[src/rtl/ram_scan_reader_if.sv]
// Interface bundling the RAM read port, the consumer valid/ready stream and scan control/status.
// The master modport is the scan reader. The slave modport is the RAM and consumer side.
interface ram_scan_reader_if #(
  parameter int ADDR_W = 5,
  parameter int DATA_W = 4
);
  logic              start;
  logic              stop;
  logic [ADDR_W-1:0] ram_addr;
  logic              ram_wren;
  logic [DATA_W-1:0] ram_q;
  logic [DATA_W-1:0] data_out;
  logic [ADDR_W-1:0] data_addr;
  logic              data_valid;
  logic              data_ready;
  logic              busy;
  logic              done;

  modport master (
    input  start, stop, ram_q, data_ready,
    output ram_addr, ram_wren, data_out, data_addr, data_valid, busy, done
  );

  modport slave (
    output start, stop, ram_q, data_ready,
    input  ram_addr, ram_wren, data_out, data_addr, data_valid, busy, done
  );
endinterface

[src/rtl/ram_scan_reader.sv]
// Scans RAM addresses 0..DEPTH-1 after a start pulse and presents each word over valid/ready.
// Optional feature macro: RAM_SCAN_LOOP_EN wraps to address 0 and scans continuously.
module ram_scan_reader #(
  parameter int ADDR_W = 5,
  parameter int DATA_W = 4,
  parameter int DEPTH  = 32,
  parameter int RD_LAT = 1
) (
  input  logic clk,
  input  logic reset,
  ram_scan_reader_if.master bus
);

  typedef enum logic [1:0] {IDLE, READ, HOLD, DONE} state_t;

  localparam logic [ADDR_W-1:0] LAST_ADDR = ADDR_W'(DEPTH - 1);
  localparam logic [2:0]        LAT       = 3'(RD_LAT);

  state_t            state;
  state_t            next_state;
  logic [ADDR_W-1:0] addr_q;
  logic [2:0]        wait_cnt;
  logic [DATA_W-1:0] data_q;
  logic [ADDR_W-1:0] data_addr_q;
  logic              launch;
  logic              accept;
  logic              at_last;
  logic              busy_c;
  logic              valid_c;
  logic              done_c;

  // Stop always wins: a same-edge start or handshake is dropped.
  assign launch  = (state == IDLE || state == DONE) && bus.start && !bus.stop;
  assign accept  = (state == HOLD) && !bus.stop && bus.data_ready;
  assign at_last = (addr_q == LAST_ADDR);

  always_ff @(posedge clk or posedge reset) begin
    if (reset) state <= IDLE;
    else       state <= next_state;
  end

  always_comb begin
    // NOTE: default-assign every combinational output first so no path infers a latch.
    next_state = state;
    case (state)
      IDLE, DONE: begin
        if (bus.start && bus.stop) next_state = IDLE;
        else if (bus.start)        next_state = READ;
      end
      READ: begin
        if (bus.stop)             next_state = IDLE;
        else if (wait_cnt == '0)  next_state = HOLD;
      end
      HOLD: begin
        if (bus.stop) next_state = IDLE;
        else if (bus.data_ready) begin
`ifdef RAM_SCAN_LOOP_EN
          next_state = READ;
`else
          next_state = at_last ? DONE : READ;
`endif
        end
      end
      default: next_state = IDLE;
    endcase
  end

`ifdef RAM_SCAN_LOOP_EN
  logic wrap_pulse;

  always_ff @(posedge clk or posedge reset) begin
    if (reset) wrap_pulse <= 1'b0;
    else       wrap_pulse <= accept && at_last;
  end
`endif

  always_comb begin
    busy_c  = (state == READ) || (state == HOLD);
    valid_c = (state == HOLD);
`ifdef RAM_SCAN_LOOP_EN
    done_c  = (state == DONE) || wrap_pulse;
`else
    done_c  = (state == DONE);
`endif
  end

  // NOTE: sequential state uses non-blocking assignments, and every datapath register is reset.
  always_ff @(posedge clk or posedge reset) begin
    if (reset) begin
      addr_q      <= '0;
      wait_cnt    <= '0;
      data_q      <= '0;
      data_addr_q <= '0;
    end else if (launch) begin
      addr_q   <= '0;
      wait_cnt <= LAT;
    end else if (state == READ && !bus.stop) begin
      if (wait_cnt != '0) begin
        wait_cnt <= wait_cnt - 3'd1;
      end else begin
        data_q      <= bus.ram_q;
        data_addr_q <= addr_q;
      end
    end else if (accept) begin
`ifdef RAM_SCAN_LOOP_EN
      addr_q   <= at_last ? '0 : addr_q + ADDR_W'(1);
      wait_cnt <= LAT;
`else
      if (!at_last) begin
        addr_q   <= addr_q + ADDR_W'(1);
        wait_cnt <= LAT;
      end
`endif
    end
  end

  assign bus.ram_addr   = addr_q;
  assign bus.ram_wren   = 1'b0;
  assign bus.data_out   = data_q;
  assign bus.data_addr  = data_addr_q;
  assign bus.data_valid = valid_c;
  assign bus.busy       = busy_c;
  assign bus.done       = done_c;

endmodule
[src/flat_wrapper.sv]
// flat-port wrapper written by rule: the top's interface ports become plain ports
module ram_scan_reader_flat 
#(
  parameter int ADDR_W = 5,
  parameter int DATA_W = 4,
  parameter int DEPTH  = 32,
  parameter int RD_LAT = 1
)
  (clk, reset, bus_start, bus_stop, bus_ram_q, bus_data_ready, bus_ram_addr, bus_ram_wren, bus_data_out, bus_data_addr, bus_data_valid, bus_busy, bus_done);
  ram_scan_reader_if #(.ADDR_W(ADDR_W), .DATA_W(DATA_W)) bus_i ();
  input  logic clk;
  input  logic reset;
  input wire logic [$bits(bus_i.start)-1:0] bus_start;
  input wire logic [$bits(bus_i.stop)-1:0] bus_stop;
  input wire logic [$bits(bus_i.ram_q)-1:0] bus_ram_q;
  input wire logic [$bits(bus_i.data_ready)-1:0] bus_data_ready;
  output wire logic [$bits(bus_i.ram_addr)-1:0] bus_ram_addr;
  output wire logic [$bits(bus_i.ram_wren)-1:0] bus_ram_wren;
  output wire logic [$bits(bus_i.data_out)-1:0] bus_data_out;
  output wire logic [$bits(bus_i.data_addr)-1:0] bus_data_addr;
  output wire logic [$bits(bus_i.data_valid)-1:0] bus_data_valid;
  output wire logic [$bits(bus_i.busy)-1:0] bus_busy;
  output wire logic [$bits(bus_i.done)-1:0] bus_done;
  assign bus_i.start = bus_start;
  assign bus_i.stop = bus_stop;
  assign bus_i.ram_q = bus_ram_q;
  assign bus_i.data_ready = bus_data_ready;
  assign bus_ram_addr = bus_i.ram_addr;
  assign bus_ram_wren = bus_i.ram_wren;
  assign bus_data_out = bus_i.data_out;
  assign bus_data_addr = bus_i.data_addr;
  assign bus_data_valid = bus_i.data_valid;
  assign bus_busy = bus_i.busy;
  assign bus_done = bus_i.done;
  ram_scan_reader #(.ADDR_W(ADDR_W), .DATA_W(DATA_W), .DEPTH(DEPTH), .RD_LAT(RD_LAT)) u_core (.clk(clk), .reset(reset), .bus(bus_i));
endmodule
[config.mk]
export PLATFORM = sky130hd
export DESIGN_NAME = ram_scan_reader_flat
export DESIGN_NICKNAME = d
export VERILOG_FILES = /design/src/rtl/ram_scan_reader_if.sv /design/src/rtl/ram_scan_reader.sv /design/src/flat_wrapper.sv
export SDC_FILE = /design/constraint.sdc
export NUM_CORES = 1
export LEC_CHECK = 0
export BUFFER_PORTS_ARGS = -buffer_cell sky130_fd_sc_hd__buf_2
export CAP_MARGIN = 5
export CELL_PAD_IN_SITES_DETAIL_PLACEMENT = 1
export CELL_PAD_IN_SITES_GLOBAL_PLACEMENT = 1
export CORE_MARGIN = 5
export CORE_UTILIZATION = 40
export DETAILED_ROUTE_END_ITERATION = 16
export GPL_TIMING_DRIVEN = 0
export PLACE_DENSITY = 0.77
export SETUP_SLACK_MARGIN = 0.4
export SKIP_CTS_REPAIR_TIMING = 1
export SLEW_MARGIN = 5
export SYNTH_ARGS = -nofsm -noshare
export SYNTH_HDL_FRONTEND = slang
export SYNTH_SLANG_ARGS = --single-unit
export TNS_END_PERCENT = 50
[constraint.sdc]
create_clock -name clk -period 2.7 [get_ports clk]
set_input_delay 0.27 -clock clk [delete_from_list [all_inputs] [get_ports clk]]
set_output_delay 0.27 -clock clk [all_outputs]
set_load 0.03 [all_outputs]
# After elaboration in Yosys (flattened, before gate mapping)
# Cells that the tools add are included.
word_totals:
  latchBits: 0
  memories: 0
  register_bits: 19
  inputBits: 9
  word_cells: 56
  romBits: 0
  mem_bits_rw: 0
  output_inout_bits: 18
classes:
  multipliers: 0
  n_reduce_logical: 19
  bitwise: 2
  order_cmp: 0
  n_mux: 17
  addsub: 2
  div: 0
  n_shift: 0
  eq_ne: 11
ops:
  columns: ["operator", "n"]
  rows:
  - ["5-bit two-way mux", 4]
  - ["3-bit two-way mux", 5]
  - ["2-bit two-way mux", 7]
  - ["3-bit by 2-bit inequality test with 1-bit output (second input constant)", 4]
  - ["3-bit AND reduction", 4]
  - ["1-bit logical AND", 6]
  - ["2-bit case mux with 3 select lines", 1]
  - ["3-bit nonzero test", 2]
  - ["5-bit by 1-bit adder with 5-bit output (second input constant)", 1]
  - ["5-bit == test (second input constant)", 1]
  - ["2-bit == test (second input constant)", 2]
  - ["2-bit by 1-bit inequality test with 1-bit output (second input constant)", 2]
  - ["3-bit zero test", 1]
  - ["3-bit inequality test (second input constant)", 1]
  - ["3-bit by 1-bit subtractor with 3-bit output (second input constant)", 1]
  - ["2-bit by 1-bit == test with 1-bit output (second input constant)", 1]
  - ["2-bit zero test", 1]
  - ["1-bit logical OR", 2]
  - ["1-bit inverter", 2]
  - ["2-bit nonzero test", 1]
  - ["2-bit OR reduction", 1]
  - ["1-bit zero test", 1]

# Logic depth before layout (Yosys ltp)
# Gate-level depths: netlist of the first run.
logic_depth:
  depth_word: 6
  ltp_mapped: 7
  mapped_depth_nobuf: 6

# Least setup slack after synthesis of the first run
# No wires, ideal clock.
synth_path:
  kind: "register to register"
  start: "reg u_core.addr_q[0] (netlist: u_core.bus.ram_addr[0])"
  end: "reg u_core.addr_q[1] (netlist: u_core.bus.ram_addr[1])"
  setup_slack_ns: 0.657
  synth_period_minus_slack_ns: 2.043
  setup_time_ns: 0.121
  path_stages_with_launch: 7
  path_buffers: 0
  t_arrival_ns: 1.922
  path_cell_list: "dfrtp_1 -> ha_1 -> and3_1 -> ha_1 -> nand4bb_2 -> or2_4 -> a32o_2"
synth_between:
  elab_chain_len: 5
  elab_cells_between_ends: 8
synth_rtl:
  columns: ["item", "line_no", "text"]
  rows:
  - ["start, declared", "ram_scan_reader.sv:21", "logic [ADDR_W-1:0] addr_q;"]
  - ["start signal, assigned", "ram_scan_reader.sv:110", "addr_q <= addr_q + ADDR_W'(1);"]
  - ["5-bit by 1-bit adder with 5-bit output", "ram_scan_reader.sv:110", null]
  - ["5-bit two-way mux", "ram_scan_reader.sv:109", "if (!at_last) begin"]
  - ["5-bit two-way mux", "ram_scan_reader.sv:104", "end else if (accept) begin"]
  - ["5-bit two-way mux", "ram_scan_reader.sv:97", "end else if (state == READ && !bus.stop) begin"]
  - ["5-bit two-way mux", "ram_scan_reader.sv:94", "end else if (launch) begin"]
# Several ways; a longest one is shown, not always the timed one. The select of a mux whose other input is x is not followed.
# A chain may end at the register's enable or synchronous reset.

# Worst setup path in the final report of the first run
layout_path:
  start: "reg u_core.addr_q[0] (netlist: u_core.bus.ram_addr[0])"
  end: "reg u_core.addr_q[4] (netlist: u_core.bus.ram_addr[4])"
# Same word-level chain as after synthesis.

==> flow_summary.json, run 1 <==
{
  "status": "finished clean",
  "antenna_left": 0,
  "relSlewSlack": 0.526,
  "gp_congestion": 0.776,
  "max_cap_viol_count": 0,
  "required_ns": 2.92,
  "yosys_register_bits": 19,
  "p_sw_w": 0.000503,
  "arrival_ns": 2.27,
  "nFillCells": 298,
  "grt_pass1_vias": 876,
  "finalSetupViolations": 0,
  "pin_count": 27,
  "p_int_w": 0.000638,
  "grt_pass1_wl_um": 4060,
  "antenna_cells": 0,
  "antenna_found_initial": 0,
  "cts_buffers": 3,
  "crit_fanout": 6,
  "dr.first_iter.drc_count": 17,
  "final_cell_mix": "26 x buf_2, 19 x dfrtp_1, 9 x mux2_2",
  "row_count": 18,
  "firstDrtPassIters": 5,
  "clock_skew_ns": 0.00331,
  "viasPerCell": 5.46,
  "htreeDepth": 1,
  "synth_seq_area_share": 0.448,
  "drive_gt1_frac": 0.397,
  "clockPowerShare": 0.133,
  "vias": 825,
  "avgRoutedWirePerCell_um": 16.1,
  "post-route-period-util": 0.762,
  "numPortBuffers": 25,
  "clk_pin_slew_ns": 0.11,
  "grt_usage": 0.147,
  "core-area_sq_um": 2500,
  "start_util": 0.425,
  "fin_nets": 138,
  "syn_inst": 92,
  "cts_max_path_buffers": 2,
  "synth_flop_cell": "dfrtp_1",
  "p_sw_frac": 0.441,
  "p_seq_frac": 0.354,
  "grt_remaining_overflow": 0,
  "worst_pin_slew_ns": 0.711,
  "power_frac_comb": 0.513,
  "pre_cts_ws_ns": 0.663,
  "end_kind": "flip-flop",
  "peakVddDrop_uv": 563,
  "ys_types": 34,
  "period_minus_slack_ns": 2.06,
  "syn_area_per_cell_sq_um": 11.5,
  "synth_nets": 108,
  "cts_tree": "done",
  "hold_path_class": "input pin to asynchronous set/reset pin",
  "die_area_sq_um": 3790,
  "critPathKind": "flip-flop to flip-flop",
  "layout_commonest_cell": "buf_2",
  "async_flop_share": 1.00,
  "setup_tns_ns": 0,
  "p_per_area_nw_per_um2": 911,
  "timing.fmax_mhz": 486,
  "ys_warn_count": 0,
  "cp-start-kind": "flip-flop",
  "synth_edf_count": 0,
  "drc": 0,
  "syn_to_final_growth_pct": 17.9,
  "fin_ws_ns": 0.644,
  "power.leakage_nw": 0.666,
  "root_buffer": "clkbuf_4",
  "finalHoldViolCount": 0,
  "slew_violations": 0,
  "rsz0062_at_grt": "no",
  "insertion_delay_ns": 0.31,
  "grt_max_degree": 20,
  "drt-total-wl_um": 2430,
  "fp.dieH_um": 61.5,
  "post-dp-hpwl_um": 1790,
  "clock-sinks": 19,
  "die_x_um": 61.5,
  "post_synth_instance_area_sq_um": 1060
}
[worst max-delay path: stages, from the launching register on]
cell       delay, ns
dfrtp_1         0.46
ha_1            0.23
and3_1          0.18
ha_1            0.20
nand4bb_2       0.32
or2_4           0.30
a32o_2          0.26
[flip-flops by register name, summed over array words and instances, names as in the netlist]
signal                cells
u_core.state              2
u_core.bus.ram_addr       5
u_core.bus.data_out       4
u_core.bus.data_addr      5
u_core.wait_cnt           3
[logic make-up (layout without fill, tap and decap cells)]
kind of cell / count (synthesis) / after routing / synth area share
simple gates: 25 / 25 / 0.179
compound gates: 19 / 19 / 0.131
flops: 19 / 19 / 0.448
buf+inv: 12 / 41 / 0.0612
mux: 9 / 9 / 0.0954
fa+ha+maj: 7 / 7 / 0.0824
other cells: 1 / 1 / 0.00353
[per-layer routing]
layer,GRT usage,routed length [um],vias to the layer above
met5,0,0,-
met4,0.0727,52,0
met3,0.0273,91,6
met2,0.257,1270,13
met1,0.172,1020,414
li1,-,-,392
[power groups by stage]
stage          registers (W)  logic, W  clock network (W)
6_report            0.000404  0.000586           0.000152
5_1_grt             0.000414  0.000645           0.000165
4_1_cts             0.000405  0.000594           0.000156
3_5_place_dp        0.000409  0.000588                  0
3_3_place_gp        0.000404  0.000567                  0
2_1_floorplan       0.000485  0.000362                  0
[synth_stat cells, drive strengths merged, types with 3 or more instances]
master	n	area share
nor3	3	0.014
nand2	3	0.011
inv	8	0.028
buf	4	0.033
a21oi	6	0.028
nor3b	4	0.028
nor2b	3	0.018
mux2	9	0.095
ha	7	0.082
dfrtp	19	0.45
[final cells by class]
cell class              instances  area [sq um]  area share
multi-input cells              61           522       0.417
clock buffers                   3          22.5      0.0180
repair buffers                 25           125      0.0999
well taps                      30          37.5      0.0300
flip-flops and latches         19           475       0.380
inverters                       8          30.0      0.0240
clock inverters                 1          5.00     0.00400
plain buffers                   4          35.0      0.0280
[final timing paths]
check                                                     from                                   to  slack, ns  depth (start not counted)
max                         u_core.bus.ram_addr[0]$_DFFE_PP0P_   u_core.bus.ram_addr[4]$_DFFE_PP0P_       0.64                          6
min                                                      reset  u_core.bus.data_addr[2]$_DFFE_PP0P_       0.05                          2
max reg2reg                 u_core.bus.ram_addr[0]$_DFFE_PP0P_   u_core.bus.ram_addr[4]$_DFFE_PP0P_       0.64                          6
min reg2reg                u_core.bus.data_addr[0]$_DFFE_PP0P_  u_core.bus.data_addr[0]$_DFFE_PP0P_       0.51                          1
max in group asynchronous                                reset  u_core.bus.data_addr[0]$_DFFE_PP0P_       2.20                          2
min in group clk                                  bus_ram_q[0]   u_core.bus.data_out[0]$_DFFE_PP0P_       0.18                          2
[stage by stage]
step                      std cells  power (W)  hold WS [ns]  utilization  instance area [sq um]
after floorplan                  92   0.000847         0.221            -                   1060
after global placement          147   0.000972         0.426        0.490                   1220
after detailed placement        147   0.000997         0.421        0.490                   1220
after CTS                       151    0.00115        0.0709        0.501                   1250
after global routing            151    0.00122         0.102        0.501                   1250
final                           151    0.00114        0.0504        0.501                   1250
Power figures use the tool's default switching activity.
==> run 2, diff against run 1 <==
--- a/config.mk
+++ b/config.mk
@@ -10,10 +10,10 @@
 export CELL_PAD_IN_SITES_DETAIL_PLACEMENT = 1
 export CELL_PAD_IN_SITES_GLOBAL_PLACEMENT = 1
 export CORE_MARGIN = 5
-export CORE_UTILIZATION = 40
+export CORE_UTILIZATION = 36
 export DETAILED_ROUTE_END_ITERATION = 16
 export GPL_TIMING_DRIVEN = 0
-export PLACE_DENSITY = 0.77
+export PLACE_DENSITY = 0.74
 export SETUP_SLACK_MARGIN = 0.4
 export SKIP_CTS_REPAIR_TIMING = 1
 export SLEW_MARGIN = 5
==> constraint.sdc (replaced) <==
create_clock -name clk -period 1.8 [get_ports clk]
set_input_delay 0.18 -clock clk [delete_from_list [all_inputs] [get_ports clk]]
set_output_delay 0.18 -clock clk [all_outputs]
set_load 0.03 [all_outputs]
==> flow_summary.json, run 2 (synthesis gave the netlist of run 1 again) <==
{
  "status": "finished with violations",
  "dr.first_iter.drc_count": 12,
  "grt_max_degree": 20,
  "critPathKind": "flip-flop to flip-flop",
  "crit_fanout": 6,
  "post-dp-hpwl_um": 1760,
  "insertion_delay_ns": 0.30,
  "cp-start-kind": "flip-flop",
  "clock_skew_ns": 0.00612,
  "timing.fmax_mhz": 552,
  "finalSetupViolations": 2,
  "drc": 0,
  "path_cells": "ha_4 -> and3_4 -> ha_4 -> nand4bb_4 -> or2_4 -> a32o_2",
  "slew_violations": 0,
  "drive_gt1_frac": 0.563,
  "antenna_left": 0,
  "period_minus_slack_ns": 1.81,
  "grt_usage": 0.117,
  "row_count": 19,
  "fin_cells": 159,
  "crit_slowest_cell": "dfrtp_2",
  "peakVddDrop_uv": 912,
  "required_ns": 1.99,
  "violations": "hold timing, setup timing",
  "fp.dieH_um": 64.3,
  "layout_commonest_cell": "buf_2",
  "grt_pass1_vias": 904,
  "antenna_found_initial": 0,
  "slowest_delay_ns": 0.45,
  "power.leakage_nw": 0.716,
  "worst_pin_slew_ns": 0.707,
  "die_x_um": 64.3,
  "fin_nets": 145,
  "grt_remaining_overflow": 0,
  "die_area_sq_um": 4140,
  "cts_max_path_buffers": 2,
  "power_frac_comb": 0.576,
  "root_buffer": "clkbuf_4",
  "start_util": 0.382,
  "end_kind": "flip-flop",
  "post-route-period-util": 1.01,
  "pin_count": 27,
  "final_cell_mix": "23 x buf_2, 16 x dfrtp_1, 9 x mux2_2",
  "rsz0062_at_grt": "yes",
  "finalHoldViolCount": 19,
  "gp_congestion": 0.782,
  "drt-total-wl_um": 2510,
  "avgRoutedWirePerCell_um": 15.8,
  "whs_ns": -0.0297,
  "numPortBuffers": 25,
  "firstDrtPassIters": 4,
  "dp.cells": 148,
  "relSlewSlack": 0.528,
  "clock-sinks": 19,
  "antenna_cells": 0,
  "syn_to_final_growth_pct": 35.1,
  "core-area_sq_um": 2780,
  "viasPerCell": 5.44,
  "cts_buffers": 3,
  "arrival_ns": 2.00,
  "final_cell_area_sq_um": 1440,
  "crit_top_cell": "ha_4",
  "hold_path_class": "input pin to asynchronous set/reset pin",
  "p_per_area_nw_per_um2": 1370,
  "clk_pin_slew_ns": 0.11,
  "grt_pass1_wl_um": 3990,
  "dpl-instance-area_sq_um": 1270,
  "cts_tree": "done",
  "p_sw_w": 0.000833,
  "p_int_w": 0.00113,
  "fin_ws_ns": -0.0115,
  "p_seq_frac": 0.314,
  "vias": 865,
  "clockPowerShare": 0.110,
  "htreeDepth": 1,
  "p_sw_frac": 0.425,
  "max_cap_viol_count": 0
}
-- run 2: power by group through the flow --
| stage | clock network (W) | logic, W | registers (W) |
|---|---|---|---|
| after floorplan | 0 | 0.000563 | 0.000732 |
| after global placement | 0 | 0.000875 | 0.000610 |
| after detailed placement | 0 | 0.000899 | 0.000619 |
| after CTS | 0.000227 | 0.000900 | 0.000610 |
| after global routing | 0.000257 | 0.00124 | 0.000631 |
| final | 0.000215 | 0.00113 | 0.000615 |
-- run 2: path summary, 6_finish.rpt --
check                      slack (ns)                            endpoint                               start  depth (start not counted)
hold / removal                  -0.03  u_core.bus.data_out[0]$_DFFE_PP0P_                               reset                          2
hold reg to reg                  0.51  u_core.bus.data_out[3]$_DFFE_PP0P_  u_core.bus.data_out[3]$_DFFE_PP0P_                          1
min in group clk                 0.10  u_core.bus.data_out[1]$_DFFE_PP0P_                        bus_ram_q[1]                          2
setup / recovery                -0.01  u_core.bus.ram_addr[1]$_DFFE_PP0P_  u_core.bus.ram_addr[1]$_DFFE_PP0P_                          6
setup reg to reg                -0.01  u_core.bus.ram_addr[1]$_DFFE_PP0P_  u_core.bus.ram_addr[1]$_DFFE_PP0P_                          6
max in group asynchronous        1.33         u_core.state[1]$_DFFE_PP0P_                               reset                          2
-- run 2: layout make-up --
| cell class | count | area, sq um |
|---|---|---|
| Fill cell | 310 | 1350 |
| Inverter | 8 | 30.0 |
| Timing Repair Buffer | 31 | 183 |
| Multi-Input combinational cell | 62 | 637 |
| Sequential cell | 19 | 479 |
| Tap cell | 31 | 38.8 |
| Buffer | 4 | 41.3 |
| Clock buffer | 4 | 26.3 |
-- run 2: through the flow --
stage	worst slack, ns	util	TNS (ns)	power (W)
global placement	-0.0334	0.458	-0.0666	0.00149
detailed placement	-0.0503	0.458	-0.0979	0.00152
CTS	-0.0811	0.468	-0.187	0.00174
finish	-0.0115	0.516	-0.0133	0.00196
floorplan	-0.0396	-	-0.0779	0.00129
global route	-0.0596	0.516	-0.126	0.00213
-- run 2: routing by layer --
layer,vias up,global-route usage,share of wire
met5,-,0,0
met4,0,0.0305,0.011
met3,3,0.0333,0.069
met2,24,0.199,0.49
met1,432,0.143,0.43
li1,406,-,-
-- run 2: critical path, delay by kind of cell, from the launching register on --
| family | cells | cell delay (ns) |
|---|---|---|
| AOI/OAI and AO/OA | 1 | 0.27 |
| adders and majority gates | 2 | 0.32 |
| DFF | 1 | 0.45 |
| and+or+nand+nor | 3 | 0.67 |
